<file path="src/rtl/karatsuba_seq_mul_ctrl_pkg.sv">
// Shared definitions for the sequential karatsuba multiplier controller.
//   CHUNK_W   : width of one operand chunk, tied to the 4x4 core
//   state_t   : controller state encoding
//   chunk_lsb : bit offset of chunk i inside an operand
//   shift_amt : left shift applied to the partial product of chunks (i, j)
package karatsuba_pkg;

  localparam int unsigned CHUNK_W = 4;

  typedef enum logic [1:0] {
    ST_IDLE,
    ST_RUN,
    ST_DONE
  } state_t;

  function automatic int unsigned chunk_lsb(input int unsigned i);
    return CHUNK_W * i;
  endfunction

  function automatic int unsigned shift_amt(input int unsigned i, input int unsigned j);
    return CHUNK_W * (i + j);
  endfunction

endpackage

</file>
<file path="src/rtl/karatsuba_seq_mul_ctrl_mul_4.sv">
// karatsuba_mul_4: purely combinational 4x4 -> 8 unsigned multiplier using
// one level of karatsuba decomposition on 2-bit halves.
//   a : 4-bit multiplicand
//   b : 4-bit multiplier
//   p : 8-bit product a*b
module karatsuba_mul_4
  import karatsuba_pkg::*;
(
  input  logic [CHUNK_W-1:0]   a,
  input  logic [CHUNK_W-1:0]   b,
  output logic [2*CHUNK_W-1:0] p
);

  logic [1:0] ah, al, bh, bl;
  logic [2:0] as, bs;
  logic [3:0] z0, z2;
  logic [5:0] zm, z1;

  always_comb begin
    ah = a[3:2];
    al = a[1:0];
    bh = b[3:2];
    bl = b[1:0];
    z2 = {2'b00, ah} * {2'b00, bh};
    z0 = {2'b00, al} * {2'b00, bl};
    as = {1'b0, ah} + {1'b0, al};
    bs = {1'b0, bh} + {1'b0, bl};
    zm = {3'b000, as} * {3'b000, bs};
    // Middle term ah*bl + al*bh recovered from the sum product; never negative.
    z1 = zm - {2'b00, z2} - {2'b00, z0};
    p  = {z2, 4'b0000} + {z1, 2'b00} + {4'b0000, z0};
  end

endmodule

</file>
<file path="src/rtl/karatsuba_seq_mul_ctrl.sv">
// karatsuba_seq_mul_ctrl: multi-cycle W x W unsigned multiplier. All K*K
// chunk-pair products are sequenced through a single karatsuba_mul_4 core
// and shift-accumulated into a 2W-bit accumulator, one pair per cycle.
//   clk, rst_n           : clock, asynchronous active-low reset
//   in_valid/in_ready    : operand handshake (ready only in IDLE)
//   a, b                 : W-bit unsigned operands
//   abort                : drop the in-flight operation, return to IDLE
//   out_valid/out_ready  : product handshake (valid held until accepted)
//   p                    : 2W-bit product, stable while out_valid
//   busy                 : operation in RUN or DONE
module karatsuba_seq_mul_ctrl
  import karatsuba_pkg::*;
#(
  parameter int unsigned W = 16
) (
  input  logic           clk,
  input  logic           rst_n,
  input  logic           in_valid,
  output logic           in_ready,
  input  logic [W-1:0]   a,
  input  logic [W-1:0]   b,
  input  logic           abort,
  output logic           out_valid,
  input  logic           out_ready,
  output logic [2*W-1:0] p,
  output logic           busy
);

  localparam int unsigned CW    = CHUNK_W;
  localparam int unsigned K     = W / CW;
  localparam int unsigned N     = K * K;
  localparam int unsigned IDX_W = (N > 1) ? $clog2(N) : 1;

  state_t           state, state_nx;
  logic [W-1:0]     a_q, b_q;
  logic [2*W-1:0]   acc, acc_nx, prod_ext;
  logic [IDX_W-1:0] idx;
  logic [CW-1:0]    core_a, core_b;
  logic [2*CW-1:0]  core_p;
  logic             last, accept;
  int unsigned      ci, cj;

  // Chunk selection and accumulation for the current idx.
  always_comb begin
    ci       = 32'(idx) % K;
    cj       = 32'(idx) / K;
    core_a   = CW'(a_q >> chunk_lsb(ci));
    core_b   = CW'(b_q >> chunk_lsb(cj));
    prod_ext = (2*W)'(core_p);
    acc_nx   = acc + (prod_ext << shift_amt(ci, cj));
    last     = (idx == IDX_W'(N - 1));
  end

  karatsuba_mul_4 u_core (
    .a (core_a),
    .b (core_b),
    .p (core_p)
  );

  // Next state and state-decoded outputs. abort outranks every other event,
  // including an operand offer in IDLE and out_ready in DONE.
  always_comb begin
    state_nx  = state;
    in_ready  = 1'b0;
    out_valid = 1'b0;
    busy      = 1'b0;
    accept    = 1'b0;
    case (state)
      ST_IDLE: begin
        in_ready = 1'b1;
        accept   = in_valid && !abort;
        if (accept) state_nx = ST_RUN;
      end
      ST_RUN: begin
        busy = 1'b1;
        if (abort)     state_nx = ST_IDLE;
        else if (last) state_nx = ST_DONE;
      end
      ST_DONE: begin
        busy      = 1'b1;
        out_valid = 1'b1;
        if (abort || out_ready) state_nx = ST_IDLE;
      end
      default: state_nx = ST_IDLE;
    endcase
  end

  always_ff @(posedge clk or negedge rst_n) begin
    if (!rst_n) state <= ST_IDLE;
    else        state <= state_nx;
  end

  always_ff @(posedge clk or negedge rst_n) begin
    if (!rst_n) begin
      a_q <= '0;
      b_q <= '0;
      acc <= '0;
      idx <= '0;
      p   <= '0;
    end else begin
      case (state)
        ST_IDLE: begin
          if (accept) begin
            a_q <= a;
            b_q <= b;
            acc <= '0;
            idx <= '0;
          end
        end
        ST_RUN: begin
          if (abort) begin
            acc <= '0;
            idx <= '0;
          end else begin
            acc <= acc_nx;
            idx <= idx + IDX_W'(1);
            if (last) p <= acc_nx;
          end
        end
        ST_DONE: begin
          if (abort) acc <= '0;
        end
        default: ;
      endcase
    end
  end

endmodule
</file>
<file path="config.mk">
export PLATFORM = sky130hd
export DESIGN_NAME = karatsuba_seq_mul_ctrl
export DESIGN_NICKNAME = d
export VERILOG_FILES = /design/src/rtl/karatsuba_seq_mul_ctrl_pkg.sv /design/src/rtl/karatsuba_seq_mul_ctrl_mul_4.sv /design/src/rtl/karatsuba_seq_mul_ctrl.sv
export SDC_FILE = /design/constraint.sdc
export NUM_CORES = 1
export LEC_CHECK = 0
export BUFFER_PORTS_ARGS = -buffer_cell sky130_fd_sc_hd__clkbuf_2
export CAP_MARGIN = 25
export CORE_MARGIN = 4
export CORE_UTILIZATION = 50
export CTS_CLUSTER_SIZE = 8
export DETAILED_ROUTE_END_ITERATION = 12
export PLACE_DENSITY = 0.67
export SYNTH_ARGS = -nofsm -noshare
export SYNTH_HDL_FRONTEND = slang
export SYNTH_HIERARCHICAL = 1
export SYNTH_SLANG_ARGS = --single-unit
</file>
<file path="constraint.sdc">
create_clock -name clk -period 15.1 [get_ports clk]
set_clock_uncertainty 0.05 [all_clocks]
set_input_delay 2.265 -clock clk [delete_from_list [all_inputs] [get_ports clk]]
set_output_delay 2.265 -clock clk [all_outputs]
set_load 0.05 [all_outputs]
</file>
---- Word-level counts from Yosys, hierarchy flattened ----
Cells that the tools add are included.
cells by class
  bitwise gates (word level) .............. 1
  shift-type cells ........................ 3
  multipliers ............................. 3
  add/sub/neg operators ................... 9
  div/mod/pow operators ................... 0
  reductions and logical operators ........ 12
  mux-type cells .......................... 16
  order comparisons ....................... 0
  equal/unequal tests ..................... 8
operator list
  kind                   number
  $mux W32               3
  $pmux W32 S3           1
  $add A32 B32 Y32       1
  $shl A8 B5 Y32         1
  $shr A16 B4 Y4         2
  $sub A6 B4 Y6          2
  $add A2 B2 Y3          3
  $reduce_and A3 Y1      3
  $add A8 B4 Y8          1
  $add A8 B8 Y8          1
  $mul A2 B2 Y4          2
  $mux W2                4
  $mux W4                2
  $ne A2 B2 Y1 const B   4
  $pmux W4 S2            1
  $mul A3 B3 Y6          1
  $pmux W2 S3            1
  $add A4 B1 Y4 const B  1
  $eq A4 B4 Y1 const B   1
  $mux W1                4
  $reduce_and A2 Y1      2
  $ne A3 B3 Y1 const B   1
  $reduce_bool A3 Y1     1
  $eq A2 B1 Y1 const B   1
  8 further kinds        8
storage, ports and cells
  bits in writable memories ............... 0
  register bits after elaboration ......... 102
  latch bits .............................. 0
  ROM bits ................................ 0
  output and inout bits ................... 35
  word-level logic and storage cells ...... 58
  bits of input ports ..................... 37
  memories kept ........................... 0

---- Logic depth before layout (Yosys ltp) ----
Gate-level depths: netlist (run 1).
  word-level depth ........................ 11
  mapped depth ............................ 28
  depth with buffers taken out ............ 27

---- Hierarchy ----
Netlist (run 1), hierarchy kept.
modules (own cells, without submodules)
  module                  instances  area an instance (sq um)  seq. area each (sq um)  cells each
  karatsuba_seq_mul_ctrl  1          5928.2                    2552.4                  565
  karatsuba_mul_4         1          763.2                     0.0                     78

---- Least setup slack after synthesis (run 1) ----
Ideal clock, no wire load.
  kind .................................... register to register
  from .................................... register idx[2]
  to ...................................... register p[28]
  required time ........................... 14925 ps
  period minus slack after synthesis ...... 7504 ps
  slack ................................... 7596 ps
  library setup time ...................... 125 ps
  arrival time ............................ 7329 ps
  buffers on the path ..................... 1
  stages on the path, launching flop included .. 28
  cells stage by stage .................... dfrtp_1 > clkbuf_1 > mux4_2 > ha_1 > fa_1 > and2_1 > fa_1 > fa_1 > fa_1 > ha_1 > a21o_1 > a21oi_1 > xnor2_1 > ha_1 > nor2b_1 > a311oi_2 > xnor2_1 > a22oi_1 > nor2b_1 > ha_1 > and3_1 > nand2_1 > or4_4 > a211oi_2 > nor2_1 > o31ai_2 > xnor2_1 > mux2_2
on the way
  cells in the longest elaborated chain, start to end .. 9
  elaborated cells on any way between the ends .. 14
  classes of those cells .................. add/sub: 7; mul: 3; eq/ne: 1; shift: 2; reduce/logical: 1
RTL lines
  what                         RTL line                            RTL
  start: declaration           karatsuba_seq_mul_ctrl.sv:37        logic [IDX_W-1:0] idx;
  start signal: assignment     karatsuba_seq_mul_ctrl.sv:116       idx <= idx + IDX_W'(1);
  $shr A16 B4 Y4 (*)           karatsuba_seq_mul_ctrl.sv:48        core_b = CW'(b_q >> chunk_lsb(cj));
  via core_b[0]                karatsuba_seq_mul_ctrl.sv:38        logic [CW-1:0] core_a, core_b;
  $add A2 B2 Y3                karatsuba_seq_mul_ctrl_mul_4.sv:27  bs = {1'b0, bh} + {1'b0, bl};
  $mul A3 B3 Y6                karatsuba_seq_mul_ctrl_mul_4.sv:28  zm = {3'b000, as} * {3'b000, bs};
  $sub A6 B4 Y6 (2 in series)  karatsuba_seq_mul_ctrl_mul_4.sv:30  z1 = zm - {2'b00, z2} - {2'b00, z0};
  $add A8 B8 Y8                karatsuba_seq_mul_ctrl_mul_4.sv:31  p = {z2, 4'b0000} + {z1, 2'b00} + {4'b0000, z0};
  $add A8 B4 Y8 (*)            karatsuba_seq_mul_ctrl_mul_4.sv:31
  via core_p[7]                karatsuba_seq_mul_ctrl.sv:39        logic [2*CW-1:0] core_p;
  $shl A8 B5 Y32 (*)           karatsuba_seq_mul_ctrl.sv:50        acc_nx = acc + (prod_ext << shift_amt(ci, cj));
  $add A32 B32 Y32 (*)         karatsuba_seq_mul_ctrl.sv:50
  end signal: assignment       karatsuba_seq_mul_ctrl.sv:117       if (last) p <= acc_nx;
  end: declaration             karatsuba_seq_mul_ctrl.sv:25        output logic [2*W-1:0] p,
The timed path passes the listed nets; every way through them passes the cells marked *.
A chain may end at the register's enable or synchronous reset.

---- Worst setup path after layout (run 1) ----
  from .................................... register idx[2]
  to ...................................... register p[24]
Same word-level chain as after synthesis.

==> results of run 1 <==
## registers in the layout, indices dropped and copies added, names as in the netlist
name,cells
idx,4
b_q,16
a_q,16
acc,32
p,32
state,2
## stage by stage
| stage | instance area [um^2] | hold slack, ns | worst slack, ns | std cells | utilization |
|---|---|---|---|---|---|
| global route | 7522 | 0.4498 | 6.453 | 887 | 0.5703 |
| floorplan | 6691 | 0.4037 | 7.596 | 643 | - |
| global placement | 7179 | 0.4135 | 7.176 | 870 | 0.5443 |
| detailed placement | 7179 | 0.4211 | 6.999 | 870 | 0.5443 |
| CTS | 7495 | 0.4375 | 6.961 | 886 | 0.5682 |
| finish | 7522 | 0.4317 | 7.007 | 887 | 0.5703 |
## metal layers
metal,global-route usage,vias to the layer above,wire [um]
met1,0.2824,2387,6628
met3,0.04678,19,843
met2,0.3606,127,7382
met5,0,-,0
li1,-,2433,-
met4,0.07197,0,322
## cell usage in the layout, fill, tap and decap left out, types with 5 or more instances in the layout
cell type	instances
dfrtp_1	102
clkbuf_2	70
nand2_1	62
ha_1	56
mux2_2	50
o21ai_0	42
nor2_1	32
a21oi_1	31
inv_1	29
xnor2_1	28
and2_1	20
a22o_1	19
nor2b_1	14
a21o_1	14
fa_1	13
xor2_1	11
nor3_1	10
clkbuf_16	9
mux4_2	8
o31ai_1	6
mux2i_1	5
nand3_1	5
o21bai_1	5
## kinds of logic (layout without fill, tap and decap cells)
| group | count (synthesis) | in the layout | synth area share |
|---|---|---|---|
| and+or+nand+nor | 161 | 161 | 0.1141 |
| AOI/OAI and AO/OA | 157 | 157 | 0.1578 |
| DFF | 102 | 102 | 0.3815 |
| adders and majority gates | 69 | 69 | 0.1436 |
| muxes | 63 | 63 | 0.1185 |
| buffers and inverters | 52 | 120 | 0.03347 |
| xor gates and xnor gates | 39 | 39 | 0.05105 |
## worst max-delay path: stages (launching register included)
cell      delay, ns
dfrtp_1        0.57
mux4_2         0.59
ha_1           0.23
fa_1           0.39
and2_1         0.19
fa_1           0.48
fa_1           0.53
fa_1           0.54
ha_1           0.31
a21o_1         0.18
a21oi_1        0.17
xnor2_1        0.14
ha_1           0.29
nor2b_1        0.16
a311oi_2       0.26
xnor2_1        0.16
mux2i_1        0.38
nor2_1         0.10
ha_1           0.36
a21oi_1        0.17
o21ai_0        0.13
a31oi_1        0.49
a211oi_2       0.17
o21ai_1        0.34
o21ai_0        0.15
xnor2_1        0.29
o21ai_0        0.13
## cell type report
cell class	count	area (um^2)	share of cell area
Multi-Input combinational cell	489	3918	0.5208
Clock inverter	7	90.09	0.01198
Clock buffer	9	225.2	0.02994
Sequential cell	102	2552	0.3393
Inverter	29	108.9	0.01447
Tap cell	176	220.2	0.02927
Timing Repair Buffer	75	407.9	0.05422
## worst max-delay path by stage
stage | start | to | slack, ns | cells past startpoint
2_1_floorplan | idx[2] | p[28] | 7.60 | 27
3_3_place_gp | idx[2] | p[30] | 7.18 | 26
3_5_place_dp | idx[2] | p[24] | 7.00 | 26
4_1_cts | idx[2] | p[24] | 6.96 | 26
5_1_grt | idx[2] | acc[21] | 6.45 | 24
6_report | idx[2] | p[24] | 7.01 | 26
==> impl_results.md, run 1 <==
* Status: finished clean
* Post-synthesis sequential area ratio at 0.3815
* CTS Buffer Depth at 2
* Critical path type: flip-flop to flip-flop
* Critical Path RT at 15.28 ns
* Synth unique cells at 52
* Register bit count reported by yosys at 102
* Nets at 812
* Layout cells sized above 1 at 0.2349
* Largest net degree at the start of global routing at 69
* Die width at 123.7 um
* Max-cap violations at 0
* DP HPWL at 11.83 mm
* Crit Reg-Reg Endpoint: p[24]
* Final weighted congestion in routability-driven placement at 0.9041
* Top cells by count, synth: 102 x dfrtp_1, 62 x nand2_1, 56 x ha_1
* WHS Path Cells at 2
* Fin Setup TNS at 0 ns
* Worst-Margin Slew at 0.8619 ns
* Worst-path fanout max at 10
* CTS sink cnt at 102
* GRT Total Usage at 0.2170
* Area Overhead vs Synth at 12.42%
* CTS tree: built
* Clock root cell: clkbuf_16
* Depth of the CTS H-tree at 3
* Max transition margin at 0.4254
* Row count at 42
* # DRC at 0
* Tcrit/Tclk final at 0.5360
* Critical register-to-register path startpoint: idx[2]
* Ports at 72
* Post-synth EDFFs at 0
* # diodes at 0
* Most frequent cell after synthesis: dfrtp_1
* Critical path startpoint category: flip-flop
* Top post-synthesis cells by area: dfrtp_1 38%, ha_1 10%, mux2_2 8.4%
* DR vias/cell at 5.599
* Total iterations of the first detailed-routing run at 4
* Top FF cell, synth: dfrtp_1
* Vias in the first global route at 5285
* CP Capture Type: flip-flop
* Cts hold-fix bufs at 0
* Synth Instances at 643
* Clock Latency Late Sink at 0.36 ns
* Average wire per cell in the routed design at 17.11 um
* Die Area at 15300 um^2
* Syn Area/Cell at 10.41 um^2
* Post_cts resized at 0
* Arrival @ worst endpoint at 8.27 ns
* Yosys warnings at 6
* Post-CTS Setup Repair Bufs at 0
* Worst R2R Path Depth at 26
* Die Height at 123.7 um
* Antenna Violating Nets Remaining at 0
* Max Slew Vio Count at 0
* Async set or reset register ratio after synthesis at 1.000
* Synthesized cell area at 6691 um^2
* Hold Startpoint: p[29]
* Tmin final at 8.093 ns
* Dominant cell type by area after synthesis: dfrtp_1
* 1st-iter DRT viols at 306
* Starting Density at 0.5073
* Global-route wire length before repair at 26.03 mm
* Core area at 13190 um^2
* IO Port Bufs at 71
* Fin. Hold Viols at 0
* RSZ-0062 raised after global routing: false
* CTS Buf Count at 9
* Total gr overflow at 0
* Min-delay worst type: flip-flop to flip-flop
* Antenna violations before repair at 0
* Max Freq at 0.1236 GHz
* Share of the synthesized area in the top cell type at 0.3815
* Fill cell count at 1146
* Syn_nets at 749
* Routed WL at 15.18 mm
* Total number of vias at 4966
* Worst-path clk slew at 0.07 ns
* R2r setup slk at 7.01 ns
* Hold endpoint: p[29]
* Setup violators final at 0
Power of run 1 is not shown: default switching activity piles up to over one toggle a cycle in this logic, so the estimate is an artifact.
==> inputs of run 2 (changes only) <==
==> constraint.sdc (replaced) <==
create_clock -name clk -period 7.5 [get_ports clk]
set_clock_uncertainty 0.05 [all_clocks]
set_input_delay 1.125 -clock clk [delete_from_list [all_inputs] [get_ports clk]]
set_output_delay 1.125 -clock clk [all_outputs]
set_load 0.05 [all_outputs]
==> impl_results.md, run 2 (synthesis gave the netlist of run 1 again) <==
* Global-route wire length before repair at 27.13 mm
* Critical path startpoint category: flip-flop
* Layout Utilization at 0.6199
* Final weighted congestion in routability-driven placement at 0.9152
* CTS Buffer Depth at 2
* Clock Latency Late Sink at 0.37 ns
* Antenna Violating Nets Remaining at 0
* Total number of vias at 5249
* Layout cells sized above 1 at 0.3429
* Total gr overflow at 0
* Worst-Margin Slew at 0.9875 ns
* Core area at 13190 um^2
* Depth of the CTS H-tree at 3
* WP buf/inv at 0
* Commonest non-fill, non-tap cell in the layout: dfrtp_1
* Total iterations of the first detailed-routing run at 4
* DP HPWL at 12.63 mm
* Die width at 123.7 um
* Area Overhead vs Synth at 22.20%
* # diodes at 0
* Status: finished clean
* Arrival @ worst endpoint at 7.51 ns
* Tmin final at 7.316 ns
* R2r setup slk at 0.18 ns
* Nets at 865
* Vias in the first global route at 5488
* GRT Total Usage at 0.2292
* Largest net degree at the start of global routing at 75
* Die Area at 15300 um^2
* DR vias/cell at 5.584
* CP Capture Type: flip-flop
* Setup violators final at 0
* Die Height at 123.7 um
* Worst-path fanout max at 5
* Critical path type: flip-flop to flip-flop
* RSZ-0062 raised after global routing: true
* Cts hold-fix bufs at 0
* Average wire per cell in the routed design at 17.83 um
* Critical Path RT at 7.70 ns
* Max-cap violations at 0
* Routed WL at 16.76 mm
* CTS tree: built
* Worst path max stage delay at 0.60 ns
* Max Slew Vio Count at 0
* IO Port Bufs at 71
* Row count at 42
* Clock root cell: clkbuf_16
* Largest delay share family, worst path: adder cells
* Fin. Hold Viols at 0
* CP max stage cell: fa_1
* CTS sink cnt at 102
* Commonest non-fill, non-tap cells in the layout: 100 x dfrtp_1, 70 x clkbuf_2, 61 x nand2_1
* 1st-iter DRT viols at 309
* # DRC at 0
* Max transition margin at 0.3417
* Tcrit/Tclk final at 0.9754
* Min-delay worst type: flip-flop to flip-flop
* CTS Buf Count at 9
* Ports at 72
* Antenna violations before repair at 0
* Largest regs: acc (32), p (32)
* Max Freq at 0.1367 GHz
* Worst-path clk slew at 0.08 ns
* Starting Density at 0.5073
[run 2: final cells by class]
cell class | count | area (um^2)
Fill cell | 1084 | 5014
Multi-Input combinational cell | 489 | 4187
Sequential cell | 102 | 2555
Timing Repair Buffer | 128 | 809.5
Clock buffer | 9 | 225.2
Tap cell | 176 | 220.2
Inverter | 29 | 108.9
Clock inverter | 7 | 71.32
[run 2: layer usage]
layer  up-vias  track usage  share of wire
met1      2589       0.2862           0.43
met3        23      0.04405          0.046
met4         0      0.07682          0.018
met2       112       0.3981           0.50
met5         -            0              0
li1       2525            -              -
[run 2: worst register-to-register path, cell delays in order (launching register included)]
cell	delay, ns
dfrtp_2	0.45
mux4_2	0.58
ha_4	0.19
fa_2	0.36
and2_4	0.15
fa_1	0.56
fa_1	0.45
fa_1	0.60
ha_1	0.25
a21o_1	0.17
a21oi_2	0.12
xnor2_1	0.08
ha_1	0.32
nor2b_4	0.14
a311oi_4	0.25
xnor2_2	0.14
a22oi_2	0.20
nor2b_1	0.07
ha_1	0.32
and3_4	0.21
nand2_2	0.04
or4_4	0.45
a211oi_4	0.34
nor2_2	0.08
o31ai_2	0.21
xnor2_1	0.12
mux2_4	0.27
[run 2: path summary, 6_finish.rpt]
path,from,endpoint,cells past startpoint
worst max register to register,idx[2],p[28],26
max in group asynchronous,rst_n,idx[2],3
worst max-delay path,idx[2],p[28],26
min in group asynchronous,rst_n,acc[29],1
worst min-delay path,p[5],p[5],2
worst min register to register,p[5],p[5],2
[run 2: per-stage QoR]
stage | instance area, um^2 | TNS [ns] | worst slack, ns | hold WS, ns | std cells
5_1_grt | 8177 | -0.4838 | -0.09464 | 0.4659 | 940
3_3_place_gp | 7540 | -0.6486 | -0.1460 | 0.4144 | 918
6_report | 8177 | 0 | 0.1843 | 0.4368 | 940
3_5_place_dp | 7547 | -2.105 | -0.2465 | 0.4263 | 919
2_1_floorplan | 6693 | 0 | 0.04473 | 0.4037 | 643
4_1_cts | 7879 | 0 | 0.01764 | 0.4434 | 936
[run 2: what timing repair did]
action                     4_1_cts  5_1_grt
setup buffers                    1        4
setup endpoints to repair       22       31
gates resized for setup          9       50
pin swaps                       10       35
Power of run 2 is left out for the same reason.
